`src/rtl/hex_display_arbiter_if.sv`:
```
// Request/data/lock bundle between the debug taps and the display arbiter.
// The master side offers values; the slave side (arbiter) returns grant, ack and display data.
interface hex_display_arbiter_if;
  logic [3:0]  req;
  logic [15:0] src0_data;
  logic [15:0] src1_data;
  logic [15:0] src2_data;
  logic [15:0] src3_data;
  logic        lock;
  logic [3:0]  grant;
  logic [3:0]  ack;
  logic [15:0] data_out;
  logic        busy;

  modport master (
    output req, src0_data, src1_data, src2_data, src3_data, lock,
    input  grant, ack, data_out, busy
  );

  modport slave (
    input  req, src0_data, src1_data, src2_data, src3_data, lock,
    output grant, ack, data_out, busy
  );
endinterface

```
`src/rtl/hex_display_arbiter.sv`:
```
// Round-robin share of one 16-bit hex display among four sources; 1-cycle req-to-ack from IDLE,
// each grant dwells HOLD_CYCLES (lock stretches it); requests arriving mid-dwell wait for its end.
module hex_display_arbiter #(
  parameter int unsigned HOLD_CYCLES = 50_000_000,
  parameter int unsigned CNT_W       = 26
) (
  input  logic                 clk,
  input  logic                 reset,
  hex_display_arbiter_if.slave bus
);

  typedef enum logic {ST_IDLE, ST_SHOW} state_t;

  localparam logic [CNT_W-1:0] LP_LAST = CNT_W'(HOLD_CYCLES - 1);

  state_t            r_state, w_state_nxt;
  logic [CNT_W-1:0]  r_cnt, w_cnt_nxt;
  logic [1:0]        r_ptr, w_ptr_nxt;
  logic [3:0]        r_grant, w_grant_nxt;
  logic [3:0]        r_ack, w_ack_nxt;
  logic [15:0]       r_data, w_data_nxt;
  logic              r_busy, w_busy_nxt;

  logic [1:0]        w_win;
  logic [1:0]        w_idx;
  logic              w_any;
  logic [15:0]       w_win_data;

  // Scan from farthest to nearest so the nearest set bit after r_ptr wins.
  always_comb begin
    w_win = r_ptr;
    w_idx = r_ptr;
    w_any = |bus.req;
    for (int k = 4; k >= 1; k--) begin
      w_idx = r_ptr + 2'(k);
      if (bus.req[w_idx]) w_win = w_idx;
    end
  end

  always_comb begin
    case (w_win)
      2'd0:    w_win_data = bus.src0_data;
      2'd1:    w_win_data = bus.src1_data;
      2'd2:    w_win_data = bus.src2_data;
      default: w_win_data = bus.src3_data;
    endcase
  end

  always_comb begin
    w_state_nxt = r_state;
    w_cnt_nxt   = r_cnt;
    w_ptr_nxt   = r_ptr;
    w_grant_nxt = r_grant;
    w_ack_nxt   = 4'b0000;
    w_data_nxt  = r_data;
    w_busy_nxt  = r_busy;

    case (r_state)
      ST_IDLE: begin
        if (w_any) begin
          w_state_nxt = ST_SHOW;
          w_cnt_nxt   = '0;
          w_ptr_nxt   = w_win;
          w_grant_nxt = 4'b0001 << w_win;
          w_ack_nxt   = 4'b0001 << w_win;
          w_data_nxt  = w_win_data;
          w_busy_nxt  = 1'b1;
        end
      end
      default: begin
        if (!bus.lock) begin
          if (r_cnt == LP_LAST) begin
            if (w_any) begin
              w_cnt_nxt   = '0;
              w_ptr_nxt   = w_win;
              w_grant_nxt = 4'b0001 << w_win;
              w_ack_nxt   = 4'b0001 << w_win;
              w_data_nxt  = w_win_data;
            end else begin
              w_state_nxt = ST_IDLE;
              w_grant_nxt = 4'b0000;
              w_busy_nxt  = 1'b0;
            end
          end else begin
            w_cnt_nxt = r_cnt + CNT_W'(1);
          end
        end
      end
    endcase
  end

  always_ff @(posedge clk or negedge reset) begin
    if (!reset) begin
      r_state <= ST_IDLE;
      r_cnt   <= '0;
      r_ptr   <= 2'd3;
      r_grant <= 4'b0000;
      r_ack   <= 4'b0000;
      r_data  <= 16'h0000;
      r_busy  <= 1'b0;
    end else begin
      r_state <= w_state_nxt;
      r_cnt   <= w_cnt_nxt;
      r_ptr   <= w_ptr_nxt;
      r_grant <= w_grant_nxt;
      r_ack   <= w_ack_nxt;
      r_data  <= w_data_nxt;
      r_busy  <= w_busy_nxt;
    end
  end

  assign bus.grant    = r_grant;
  assign bus.ack      = r_ack;
  assign bus.data_out = r_data;
  assign bus.busy     = r_busy;

endmodule

```
`src/flat_wrapper.sv`:
```
// flat-port wrapper written by rule: the top's interface ports become plain ports
module hex_display_arbiter_flat 
#(
  parameter int unsigned HOLD_CYCLES = 50_000_000,
  parameter int unsigned CNT_W       = 26
)
  (clk, reset, bus_req, bus_src0_data, bus_src1_data, bus_src2_data, bus_src3_data, bus_lock, bus_grant, bus_ack, bus_data_out, bus_busy);
  hex_display_arbiter_if bus_i ();
  input  logic clk;
  input  logic reset;
  input wire logic [$bits(bus_i.req)-1:0] bus_req;
  input wire logic [$bits(bus_i.src0_data)-1:0] bus_src0_data;
  input wire logic [$bits(bus_i.src1_data)-1:0] bus_src1_data;
  input wire logic [$bits(bus_i.src2_data)-1:0] bus_src2_data;
  input wire logic [$bits(bus_i.src3_data)-1:0] bus_src3_data;
  input wire logic [$bits(bus_i.lock)-1:0] bus_lock;
  output wire logic [$bits(bus_i.grant)-1:0] bus_grant;
  output wire logic [$bits(bus_i.ack)-1:0] bus_ack;
  output wire logic [$bits(bus_i.data_out)-1:0] bus_data_out;
  output wire logic [$bits(bus_i.busy)-1:0] bus_busy;
  assign bus_i.req = bus_req;
  assign bus_i.src0_data = bus_src0_data;
  assign bus_i.src1_data = bus_src1_data;
  assign bus_i.src2_data = bus_src2_data;
  assign bus_i.src3_data = bus_src3_data;
  assign bus_i.lock = bus_lock;
  assign bus_grant = bus_i.grant;
  assign bus_ack = bus_i.ack;
  assign bus_data_out = bus_i.data_out;
  assign bus_busy = bus_i.busy;
  hex_display_arbiter #(.HOLD_CYCLES(HOLD_CYCLES), .CNT_W(CNT_W)) u_core (.clk(clk), .reset(reset), .bus(bus_i));
endmodule
```
`config.mk`:
```
export PLATFORM = sky130hd
export DESIGN_NAME = hex_display_arbiter_flat
export DESIGN_NICKNAME = d
export VERILOG_FILES = /design/src/rtl/hex_display_arbiter_if.sv /design/src/rtl/hex_display_arbiter.sv /design/src/flat_wrapper.sv
export SDC_FILE = /design/constraint.sdc
export NUM_CORES = 1
export LEC_CHECK = 0
export ABC_AREA = 0
export CAP_MARGIN = 20
export CORE_ASPECT_RATIO = 0.9
export CORE_MARGIN = 1
export CORE_UTILIZATION = 52
export DETAILED_ROUTE_END_ITERATION = 8
export PLACE_DENSITY = 0.86
export RECOVER_POWER = 50
export SYNTH_ARGS = -nofsm -noshare
export SYNTH_HDL_FRONTEND = slang
export SYNTH_SLANG_ARGS = --single-unit
```
`constraint.sdc`:
```
create_clock -name clk -period 3.8 [get_ports clk]
set_clock_uncertainty 0.15 [all_clocks]
set_input_delay 0.57 -clock clk [delete_from_list [all_inputs] [get_ports clk]]
set_output_delay 0.57 -clock clk [all_outputs]
set_load 0.02 [all_outputs]
```
Word-level counts from Yosys, hierarchy flattened:

Index checks and enable logic that the tools add are counted.

* flip-flop bits (word level): 54
* input port bits: 71
* output and inout port bits: 25
* logic and storage cells: 66

* add/sub/neg operators: 4
* $lt $le $gt $ge: 3
* equal/unequal tests: 6
* shifts and indexed selects: 1
* mux-type cells: 39
* reductions and logical operators: 6

Operators with widths (number)
* 2-to-1 mux 26 bit: 4
* 2-to-1 mux 16 bit: 4
* case mux 16 bit (3 select lines): 1
* 2-to-1 mux 4 bit: 8
* adder 26 x 1 -> 26 bit (second input constant): 1
* == test 26 bit (second input constant): 1
* 2-to-1 mux 2 bit: 7
* 2-to-1 mux 1 bit: 12
* less-than comparator 2 x 3 -> 1 bit (second input constant): 3
* binary-select mux 1 bit (select 2 bit): 3
* inequality test 2 bit (second input constant): 3
* adder 2 bit (second input constant): 2
* AND reduction 4 bit: 1
* OR reduction 4 bit: 1
* left shift 1 x 2 -> 4 bit (first input constant): 1
* AND reduction 3 bit: 1
* adder 2 x 1 -> 2 bit (second input constant): 1
* == test 2 x 1 -> 1 bit (second input constant): 1
* == test 2 bit (second input constant): 1
* logical NOT 2 bit: 1
* AND reduction 2 bit: 1
* nonzero test 2 bit: 1

Logic depth before layout (Yosys ltp):

Gate-level depths: netlist of run 1.

* word-level depth: 12
* gate-level depth with buffers: 8
* mapped depth without buffers: 6

Least setup slack after synthesis of run 1:

OpenSTA, ideal clock, no wires.

* path type: reg2reg
* start point: register u_core.r_cnt[8]
* end point: register u_core.r_data[0] (netlist: u_core.bus.data_out[0])
* data arrival time: 2.199 ns
* setup slack: 1.356 ns
* stages on the path, launching flop included: 7
* buffers on the path: 1
* clock period less this slack: 2.444 ns
* path through: dfrtp_1 -> or4_4 -> or4_4 -> o21ai_4 -> nand3_4 -> buf_6 -> o31ai_1

* word-level cells in the longest chain between the ends: 3

Ends and longest elaborated chain
* from (decl): RTL line hex_display_arbiter.sv:17 `logic [CNT_W-1:0] r_cnt, w_cnt_nxt;`
* from (signal assigned): RTL line hex_display_arbiter.sv:103 `r_cnt <= w_cnt_nxt;`
* == test 26 bit: RTL line hex_display_arbiter.sv:72 `if (r_cnt == LP_LAST) begin`
* inequality test 2 bit (no source line)
* AND reduction 2 bit (no source line)
* to (signal assigned): RTL line hex_display_arbiter.sv:107 `r_data <= w_data_nxt;`
* to (decl): RTL line hex_display_arbiter.sv:21 `logic [15:0] r_data, w_data_nxt;`

Every way passes these cells.
A chain may end at the register's enable or synchronous reset.

Final worst setup path of run 1:

* start point: register u_core.r_cnt[0]
* end point: register u_core.r_data[1] (netlist: u_core.bus.data_out[1])

Same word-level chain as after synthesis.

==> impl_metrics.tcl, run 1 <==
set metrics [dict create \
    end_kind "flop" \
    violations "max-capacitance violations, max-slew violations" \
    totalWireLength_um 9944 \
    crit_arrival_ns 2.92 \
    floorplan.initialDensity_pct 54.77 \
    antennaDiodeCount 0 \
    synth_edf_count 0 \
    fraction_of_registers_with_async_set_or_reset_after_synthesis_pct 100.0 \
    route.detailed.vias_per_inst 6.494 \
    drt_pre_antenna_iters 5 \
    setup_repair_after_global_routing_missed_its_margin "no" \
    design.core.area_mm2 0.006216 \
    grt_antenna_before_repair 0 \
    cp-start-kind "flop" \
    tritoncts "built" \
    detailed_place_hpwl_um 7044 \
    cell_area_after_synthesis_mm2 0.003405 \
    pin_count_of_the_biggest_net_entering_global_routing 37 \
    ys_dominant_reg_cell "dfrtp_1" \
    worst_r2r_path_depth 6 \
    clock_path_buffers 2 \
    layout_cell_share_with_drive_strength_beyond_1_pct 7.726 \
    final_nets 524 \
    vias_in_the_first_global_route 3217 \
    min_delay_path_depth 1 \
    synth_area_per_cell_um2 9.201 \
    post_cts_buffers 0 \
    synth_cell_types 50 \
    cts_max_level 2 \
    numCtsBuffers 5 \
    area_delta_synth_final_pct 32.75 \
    internal_power_uw 982.6 \
    io_buffer_count 95 \
    seq_power_share_pct 48.3 \
    drc_errors 0 \
    clk_pin_slew_ns 0.10 \
    finalWeightedCongestion 0.9092 \
    power.combinational.fraction_pct 29.1 \
    final_max_slew_viol_count 35 \
    synth_fp_nets 442 \
    post-route-period-util_pct 75.00 \
    grt.overflow.total 0 \
    initialDrtViolationCount 322 \
    worst-endpoint-required_ns 3.87 \
    placement_rows 27 \
    chipWidth_um 87.29 \
    layout.core_utilization_pct 72.71 \
    grt_first_pass_wirelength_um 15590 \
    die_y_um 78.76 \
    vias 3507 \
    cts-hold-fix-buffers 0 \
    timing.setup.critical_path_class "flop to flop" \
    clk_tree_root_cell "clkbuf_8" \
    setup-tns-final_ns 0 \
    power.density_mw_per_mm2 331.7 \
    timing.max_cap.violations 1 \
    synthCells 370 \
    yosys_warnings 0 \
    floorplan.die_area_mm2 0.006875 \
    worst-slew-pin-transition_ns 1.715 \
    globalRouteTotalUtil_pct 28.81 \
    postSynthRegisterBits 54 \
    timing_hold_violations_final 0 \
    floorplan.io_pins 96 \
    worst_ir_drop_vdd_mv 0.1620 \
    p_switching_uw 516.4 \
    clk-insertion-delay-late_ns 0.31 \
    crit_fanout 22 \
    clock_sinks 54 \
    power.switching_fraction_pct 34.45 \
    clk_pwr_share_pct 22.6 \
    cts_resized 0 \
    routed_wire_length_per_instance_um 18.41 \
    outcome "complete, but fails checks" \
    sequential_to_total_area_share_from_yosys_stat_pct 39.76 \
    clock.fmax_mhz 350.9 \
    p_leak_nw 1.701 \
    worst_slew_margin_relative_to_its_limit_pct -14.32 \
    final-setup-viol-count 0 \
    min-delay-path-class "flop to flop" \
    ant_nets 0 \
    period_minus_slack_ns 2.850 \
]
==> routing by layer <==
metal	GRT usage [%]	wire [µm]	vias to the layer above
met1	40.78	4413	1691
met2	44.69	4680	178
met3	6.445	745	13
met4	7.213	105	0
met5	0	0	-
li1	-	-	1625
==> sequential cells by signal (all words and copies together), names as in the netlist <==
name and flops:
u_core.r_cnt 26, u_core.bus.data_out 16, u_core.bus.ack 4, u_core.bus.grant 4
u_core.r_ptr 2, u_core.bus.busy 1, u_core.r_state 1
==> cell families (layout without fill, tap and decap cells) <==
logic type	Yosys count	after routing	share of synthesized area, %
adder cells (fa/ha/maj)	1	1	0.3675
XOR/XNOR	4	4	1.029
AO/OA/AOI/OAI	122	122	25.47
AND/OR/NAND/NOR	142	142	26.06
multiplexers	9	9	2.683
buffers and inverters	38	121	4.631
flip-flops	54	54	39.76
==> Yosys cell counts, drive strengths merged (4+ instances only) <==
master / instances / share of area, %
nor4: 7 / 1.5
nor4b: 33 / 8.5
dfrtp: 52 / 38
nor2: 17 / 1.9
and3: 5 / 0.92
a31oi: 6 / 1.1
mux2i: 8 / 2.4
nand2b: 5 / 0.92
nand2: 20 / 2.2
o2bb2ai: 7 / 1.8
o21ai: 28 / 4.6
inv: 7 / 0.77
nand3: 24 / 3.9
o221ai: 4 / 1.0
nand4: 4 / 0.73
a21oi: 9 / 1.3
nor3: 10 / 1.5
or4: 8 / 2.1
clkbuf: 27 / 3.0
buf: 4 / 0.88
a211oi: 32 / 7.1
a32o: 5 / 1.5
o31ai: 19 / 4.2
==> through the flow <==
stage	hold WS, ns	setup WS, ns	cells	cell area (µm²)	power (mW)
5_1_grt	0.3765	0.6483	540	4519	1.572
4_1_cts	0.1772	0.9471	539	4509	1.496
3_3_place_gp	0.3305	0.8748	531	4415	1.141
2_1_floorplan	0.1244	1.356	370	3405	0.9939
6_report	0.3610	0.9501	540	4519	1.499
3_5_place_dp	0.3465	0.7581	531	4415	1.160
==> power groups by stage <==
stage,logic [mW],clock network [mW],registers [mW]
CTS,0.431,0.344,0.721
floorplan,0.284,0,0.710
detailed placement,0.427,0,0.733
global placement,0.413,0,0.728
global route,0.471,0.364,0.736
finish,0.435,0.339,0.724
==> final timing paths <==
path / from / endpoint / slack, ns
max: u_core.r_cnt[0]$_DFFE_PN0N_ / u_core.bus.data_out[1]$_DFFE_PN0P_ / 0.95
min in group asynchronous: reset / u_core.r_cnt[6]$_DFFE_PN0N_ / 0.54
max in group asynchronous: reset / u_core.r_cnt[11]$_DFFE_PN0N_ / 1.19
min: u_core.bus.grant[2]$_DFFE_PN0P_ / u_core.bus.grant[2]$_DFFE_PN0P_ / 0.36
max reg2reg: u_core.r_cnt[0]$_DFFE_PN0N_ / u_core.bus.data_out[1]$_DFFE_PN0P_ / 0.95
min reg2reg: u_core.bus.grant[2]$_DFFE_PN0P_ / u_core.bus.grant[2]$_DFFE_PN0P_ / 0.36
==> critical path: stages, from the launching register on <==
cell and delay [ns]:
dfrtp_1 0.42, ha_1 0.21, nand3_1 0.29, or4_4 0.66, o21ai_4 0.37, nand3_4 0.31, o31ai_1 0.33
==> cell usage in the layout, fill, tap and decap left out, types with 3 or more instances in the layout <==
master           instances
inv_1                    7
o221ai_1                 4
nand2_1                 20
nor4_1                   5
a21oi_1                  8
or4_4                    3
nor2_1                  16
nand4_1                  4
o21ai_0                 25
dlygate4sd3_1           12
xor2_1                   3
o2bb2ai_1                7
a31oi_1                  6
nor3_1                  10
clkdlybuf4s50_1         82
nand3_1                 23
a211oi_1                32
clkbuf_8                 5
nor4b_1                 33
or4_1                    5
nand2b_1                 5
a32o_1                   5
mux2i_1                  8
o31ai_1                 19
and3_1                   5
dfrtp_1                 52
buf_4                    9
==> layout make-up <==
type,instances,area (µm²)
Clock buffer,5,68.82
Multi-Input combinational cell,278,1906
Tap cell,87,108.9
Fill cell,518,1697
Inverter,7,26.28
Clock inverter,3,25.02
Sequential cell,54,1354
Timing Repair Buffer,106,1031
Power figures use the tool's default switching activity.
==> run 2, diff against run 1 <==
--- a/config.mk
+++ b/config.mk
@@ -9,9 +9,9 @@
 export CAP_MARGIN = 20
 export CORE_ASPECT_RATIO = 0.9
 export CORE_MARGIN = 1
-export CORE_UTILIZATION = 52
+export CORE_UTILIZATION = 48
 export DETAILED_ROUTE_END_ITERATION = 8
-export PLACE_DENSITY = 0.86
+export PLACE_DENSITY = 0.8
 export RECOVER_POWER = 50
 export SYNTH_ARGS = -nofsm -noshare
 export SYNTH_HDL_FRONTEND = slang
==> constraint.sdc (replaced) <==
create_clock -name clk -period 2.7 [get_ports clk]
set_clock_uncertainty 0.15 [all_clocks]
set_input_delay 0.405 -clock clk [delete_from_list [all_inputs] [get_ports clk]]
set_output_delay 0.405 -clock clk [all_outputs]
set_load 0.02 [all_outputs]
==> run 2 against run 1 <==
The flow now finishes without violations. Global-route usage is 0.64 points lower. Critical endpoint is now u_core.bus.data_out[12]$_DFFE_PN0P_. Fmax increased by 11%. Combinational power increased by 63%. Sequential share of layout area decreased by 1.0 points. Largest power group unchanged. Die area is 8.1% higher. Critical path depth decreased by 1. Cell count grew 3.5%.
==> impl_metrics.tcl, run 2 (synthesis gave the netlist of run 1 again) <==
set metrics [dict create \
    floorplan.die_area_mm2 0.007434 \
    worst-slew-pin-transition_ns 1.158 \
    final_max_slew_viol_count 0 \
    grt_use_met1_pct 36.14 \
    layout_cell_share_with_drive_strength_beyond_1_pct 11.73 \
    multiInputGateArea_mm2 0.001929 \
    detailedPlace.worstSlack_ns 0.1507 \
    fin_ws_ns 0.1221 \
    timing_hold_violations_final 0 \
    highest_count_cells_in_the_layout_ignoring_fill_and_taps "clkdlybuf4s50_1, dfrtp_1, nor4b_1" \
    worst_ir_drop_vdd_mv 0.2575 \
    chipWidth_um 90.78 \
    layout.core_utilization_pct 69.53 \
    worstHoldStart "u_core.bus.data_out[7]$_DFFE_PN0P_" \
    worst-endpoint-required_ns 2.76 \
    post-route-period-util_pct 95.48 \
    finalPower_mw 2.201 \
    cp-start-kind "flop" \
    placement_rows 28 \
    worst_reg2reg_path_endpoint "u_core.bus.data_out[12]$_DFFE_PN0P_" \
    drt_pre_antenna_iters 5 \
    largest_reg_flops 26 \
    floorplan.io_pins 96 \
    worst_r2r_startpoint "u_core.r_cnt[9]$_DFFE_PN0N_" \
    groute.layer.met3.usage_pct 5.648 \
    hold_path_end "u_core.bus.data_out[7]$_DFFE_PN0P_" \
    final_nets 540 \
    clock_path_buffers 2 \
    clk-insertion-delay-late_ns 0.31 \
    globalRouteTotalUtil_pct 28.17 \
    antennaDiodeCount 0 \
    crit_fanout 22 \
    ant_nets 0 \
    crit_arrival_ns 2.64 \
    setup_repair_after_global_routing_missed_its_margin "yes" \
    grt_first_pass_wirelength_um 16560 \
    timing.setup.critical_path_class "flop to flop" \
    design.core.area_mm2 0.006726 \
    clock.fmax_mhz 387.9 \
    final_area_mm2 0.004677 \
    period_minus_slack_ns 2.578 \
    placedInstanceArea_mm2 0.004558 \
    post_cts_buffers 0 \
    grt_antenna_before_repair 0 \
    end_kind "flop" \
    r2r_setup_slack_ns 0.12 \
    io_buffer_count 95 \
    grt.overflow.total 0 \
    clk_tree_root_cell "clkbuf_8" \
    grt_util_met2_pct 49.09 \
    mostFrequentLayoutCell "clkdlybuf4s50_1" \
    finalWeightedCongestion 0.9383 \
    tritoncts "built" \
    pin_count_of_the_biggest_net_entering_global_routing 37 \
    detailed_place_hpwl_um 7773 \
    routed_wire_length_per_instance_um 18.67 \
    regArea_mm2 0.001354 \
    clock_sinks 54 \
    critical_path.startpoint "u_core.r_cnt[9]$_DFFE_PN0N_" \
    floorplan.initialDensity_pct 50.61 \
    die_y_um 81.90 \
    cts_max_level 2 \
    fillers 539 \
    busiest_layer "met2" \
    min-delay-path-class "flop to flop" \
    reg_with_most_ffs "u_core.r_cnt" \
    clk_pin_slew_ns 0.11 \
    vias_in_the_first_global_route 3380 \
    final-setup-viol-count 0 \
    route.detailed.vias_per_inst 6.311 \
    drc_errors 0 \
    area_delta_synth_final_pct 37.38 \
    setup-tns-final_ns 0 \
    numCtsBuffers 5 \
    min_delay_path_depth 2 \
    totalWireLength_um 10440 \
    vias 3528 \
    initialDrtViolationCount 301 \
    outcome "finished clean" \
    timing.max_cap.violations 0 \
    worst_r2r_path_depth 5 \
    worst_slew_margin_relative_to_its_limit_pct 22.79 \
    p_leak_nw 1.785 \
    power.density_mw_per_mm2 470.5 \
]
run 2: cell types whose count changed in the layout (fill, tap and decap cells not counted), sizes merged:
cell,before,now
buf,10,24
clkbuf,7,8
clkdlybuf4s50,82,83
clkinv,1,2
clkinvlp,1,0
run 2: what timing repair did:
item	CTS	global route
endpoints found under the hold margin	20	0
gates resized for setup	0	3
endpoints found under the setup margin	0	10
hold buffers	1	0
run 2: metal layers:
layer | vias to the layer above | part of all wire [%]
met5 | - | 0
met4 | 0 | 1.3
met3 | 19 | 6.9
met2 | 147 | 49
met1 | 1706 | 43
li1 | 1656 | -
run 2: through the flow:
step,hold WS (ns),instances
2_1_floorplan,-0.04059,370
3_3_place_gp,0.2290,550
3_5_place_dp,0.2419,550
4_1_cts,0.3707,559
5_1_grt,0.3919,559
6_report,0.3615,559
run 2: layout make-up:
type	instances	area share [%]
clock buffers	5	1.471
clock inverters	3	0.6153
inverters	7	0.5618
repair buffers	122	24.75
flip-flops and latches	54	28.95
well taps	90	2.408
multi-input cells	278	41.25
run 2: worst max-delay path, cell delays in order (launching register included):
cell	delay, ns
dfrtp_1	0.43
or4_4	0.57
or4_4	0.56
o21ai_4	0.17
nand3_4	0.26
o31ai_1	0.33
run 2: how the worst max path moves through the flow:
stage	to
CTS	u_core.bus.data_out[11]$_DFFE_PN0P_
floorplan	u_core.bus.data_out[0]$_DFFE_PN0P_
global route	u_core.bus.data_out[13]$_DFFE_PN0P_
finish	u_core.bus.data_out[12]$_DFFE_PN0P_
global placement	u_core.r_cnt[21]$_DFFE_PN0N_
detailed placement	u_core.bus.data_out[13]$_DFFE_PN0P_
run 2: power breakdown:
group	total (mW)	internal, mW	switching [mW]
clock network	0.488	0.193	0.295
logic	0.711	0.351	0.360
registers	1.00	0.895	0.106
total	2.20	1.44	0.761
==> run 3, diff against run 2 <==
--- a/config.mk
+++ b/config.mk
@@ -16,3 +16,4 @@
 export SYNTH_ARGS = -nofsm -noshare
 export SYNTH_HDL_FRONTEND = slang
 export SYNTH_SLANG_ARGS = --single-unit
+export TNS_END_PERCENT = 20
==> constraint.sdc (replaced) <==
create_clock -name clk -period 2.7 [get_ports clk]
set_clock_uncertainty 0.15 [all_clocks]
set_input_delay 0.405 -clock clk [delete_from_list [all_inputs] [get_ports clk]]
set_output_delay 0.405 -clock clk [all_outputs]
set_load 0.01 [all_outputs]
==> run 3 against run 2 <==
Global-route usage did not move. Critical path depth did not move. Non-clock buffer count did not move. Worst setup slack improved by 0.0035 ns. Fmax rose by 0.14%. Combinational power barely moved. Cell area did not move. Core utilization did not move. Power barely moved. Die area did not move. Count of clock-buffer cells in the layout did not move. Cell count did not move. Critical endpoint unchanged. Largest cell class unchanged.
==> impl_metrics.tcl, run 3 (synthesis gave the netlist of run 1 again) <==
set metrics [dict create \
    outcome "finished clean" \
    critical_path.slowest_cell "or4_4" \
    drt_pre_antenna_iters 5 \
    period_minus_slack_ns 2.574 \
    finalPower_mw 2.201 \
    clock_sinks 54 \
    critical_path_buffer_and_inverter_count 0 \
    mostFrequentLayoutCell "clkdlybuf4s50_1" \
    clk_pin_slew_ns 0.10 \
    placedInstanceArea_mm2 0.004558 \
    setup-tns-final_ns 0 \
    globalRouteTotalUtil_pct 28.17 \
    clock.fmax_mhz 388.4 \
    layout.cells.non_filler 559 \
    initialDrtViolationCount 321 \
    power.density_mw_per_mm2 470.7 \
    final_max_slew_viol_count 0 \
    p_leak_nw 1.785 \
    vias_in_the_first_global_route 3380 \
    floorplan.initialDensity_pct 50.61 \
    drc_errors 0 \
    finalWeightedCongestion 0.9383 \
    timing_hold_violations_final 0 \
    antennaDiodeCount 0 \
    timing.max_cap.violations 0 \
    worst_r2r_startpoint "u_core.r_cnt[9]$_DFFE_PN0N_" \
    floorplan.io_pins 96 \
    post-place-cells 550 \
    chipWidth_um 90.78 \
    clk-insertion-delay-late_ns 0.31 \
    min-delay-path-class "flop to flop" \
    maximum_cell_stage_delay_along_the_critical_path_ns 0.57 \
    worst_slew_margin_relative_to_its_limit_pct 24.88 \
    worst_path_most_repeated_cell "or4_4" \
    clk_tree_root_cell "clkbuf_8" \
    crit_fanout 22 \
    worst-endpoint-required_ns 2.76 \
    final-setup-viol-count 0 \
    cp-start-kind "flop" \
    grt.overflow.total 0 \
    timing.setup.critical_path_class "flop to flop" \
    die_y_um 81.90 \
    end_kind "flop" \
    post_cts_buffers 0 \
    layout_cell_share_with_drive_strength_beyond_1_pct 11.73 \
    worst_ir_drop_vdd_mv 0.2580 \
    kind_of_cell_adding_the_most_delay_to_the_critical_path "simple AND/OR/NAND/NOR gates" \
    routed_wire_length_per_instance_um 18.70 \
    min_delay_path_depth 2 \
    route.detailed.vias_per_inst 6.352 \
    area_delta_synth_final_pct 37.38 \
    placement_rows 28 \
    reg_with_most_ffs "u_core.r_cnt" \
    numCtsBuffers 5 \
    post-route-period-util_pct 95.35 \
    cts_max_level 2 \
    clock_path_buffers 2 \
    largest_reg_flops 26 \
    worst_r2r_path_depth 5 \
    final_area_mm2 0.004677 \
    worst_reg2reg_path_endpoint "u_core.bus.data_out[12]$_DFFE_PN0P_" \
    worstHoldStart "u_core.bus.data_out[7]$_DFFE_PN0P_" \
    setup_repair_after_global_routing_missed_its_margin "yes" \
    crit_arrival_ns 2.64 \
    highest_count_cells_in_the_layout_ignoring_fill_and_taps "clkdlybuf4s50_1, dfrtp_1, nor4b_1" \
    io_buffer_count 95 \
    tritoncts "built" \
    final_nets 540 \
    vias 3551 \
    hold_path_end "u_core.bus.data_out[7]$_DFFE_PN0P_" \
    detailed_place_hpwl_um 7773 \
    design.core.area_mm2 0.006726 \
    timing.critical_path.cells "or4_4 > or4_4 > o21ai_4 > nand3_4 > o31ai_1" \
    grt_antenna_before_repair 0 \
    pin_count_of_the_biggest_net_entering_global_routing 37 \
    totalWireLength_um 10450 \
    floorplan.die_area_mm2 0.007434 \
    ant_nets 0 \
    grt_first_pass_wirelength_um 16560 \
    r2r_setup_slack_ns 0.13 \
    hold_ws_ns 0.3608 \
    worst-slew-pin-transition_ns 1.127 \
]
## run 3: cell counts in the layout (fill, tap and decap cells not counted)
No cell type changed its count.
## run 3: worst max-delay path by stage
stage | from | end | slack (ns) | depth (start not counted)
after global placement | u_core.r_cnt[9]$_DFFE_PN0N_ | u_core.r_cnt[21]$_DFFE_PN0N_ | 0.22 | 6
after floorplan | u_core.r_cnt[8]$_DFFE_PN0N_ | u_core.bus.data_out[0]$_DFFE_PN0P_ | 0.26 | 6
after detailed placement | u_core.r_cnt[9]$_DFFE_PN0N_ | u_core.bus.data_out[13]$_DFFE_PN0P_ | 0.15 | 5
after global routing | u_core.r_cnt[9]$_DFFE_PN0N_ | u_core.bus.data_out[13]$_DFFE_PN0P_ | -0.01 | 5
final | u_core.r_cnt[9]$_DFFE_PN0N_ | u_core.bus.data_out[12]$_DFFE_PN0P_ | 0.13 | 5
after CTS | u_core.r_cnt[9]$_DFFE_PN0N_ | u_core.bus.data_out[11]$_DFFE_PN0P_ | 0.14 | 5
## run 3: cell type report
cell class	count	area [µm²]
inverter	7	26.28
sequential	54	1354
tap	90	112.6
fill	539	2049
timing repair buffer	122	1157
multi-input combinational	278	1929
clock inverter	3	28.78
clock buffer	5	68.82
## run 3: what timing repair did
item / 4_1_cts / 5_1_grt
endpoints found under the setup margin: 0 / 10
hold buffers: 1 / 0
hold endpoints to repair: 20 / 0
gates resized for setup: 0 / 3
## run 3: stage by stage
stage	utilization (%)	setup WS, ns
2_1_floorplan	-	0.2560
3_3_place_gp	67.76	0.2155
3_5_place_dp	67.76	0.1507
4_1_cts	69.36	0.1416
5_1_grt	69.53	-0.009694
6_report	69.53	0.1257
## run 3: power by group
group	leakage, nW	switching (mW)	internal [mW]	total (mW)
Sequential	0.678	0.109	0.895	1.00
Clock	0.0502	0.293	0.193	0.486
Combinational	1.06	0.360	0.351	0.711
## run 3: routing by layer
metal / up-vias / track usage (%) / part of all wire, %
li1: 1659 / - / -
met5: - / 0 / 0
met4: 0 / 7.619 / 1.1
met2: 149 / 49.09 / 49
met3: 14 / 5.648 / 6.8
met1: 1729 / 36.14 / 43
## run 3: worst register-to-register path: cells and delay by family, from the launching register on
family	cells	cell delay, ns
AOI/OAI and AO/OA	2	0.51
DFF	1	0.43
and+or+nand+nor	3	1.39
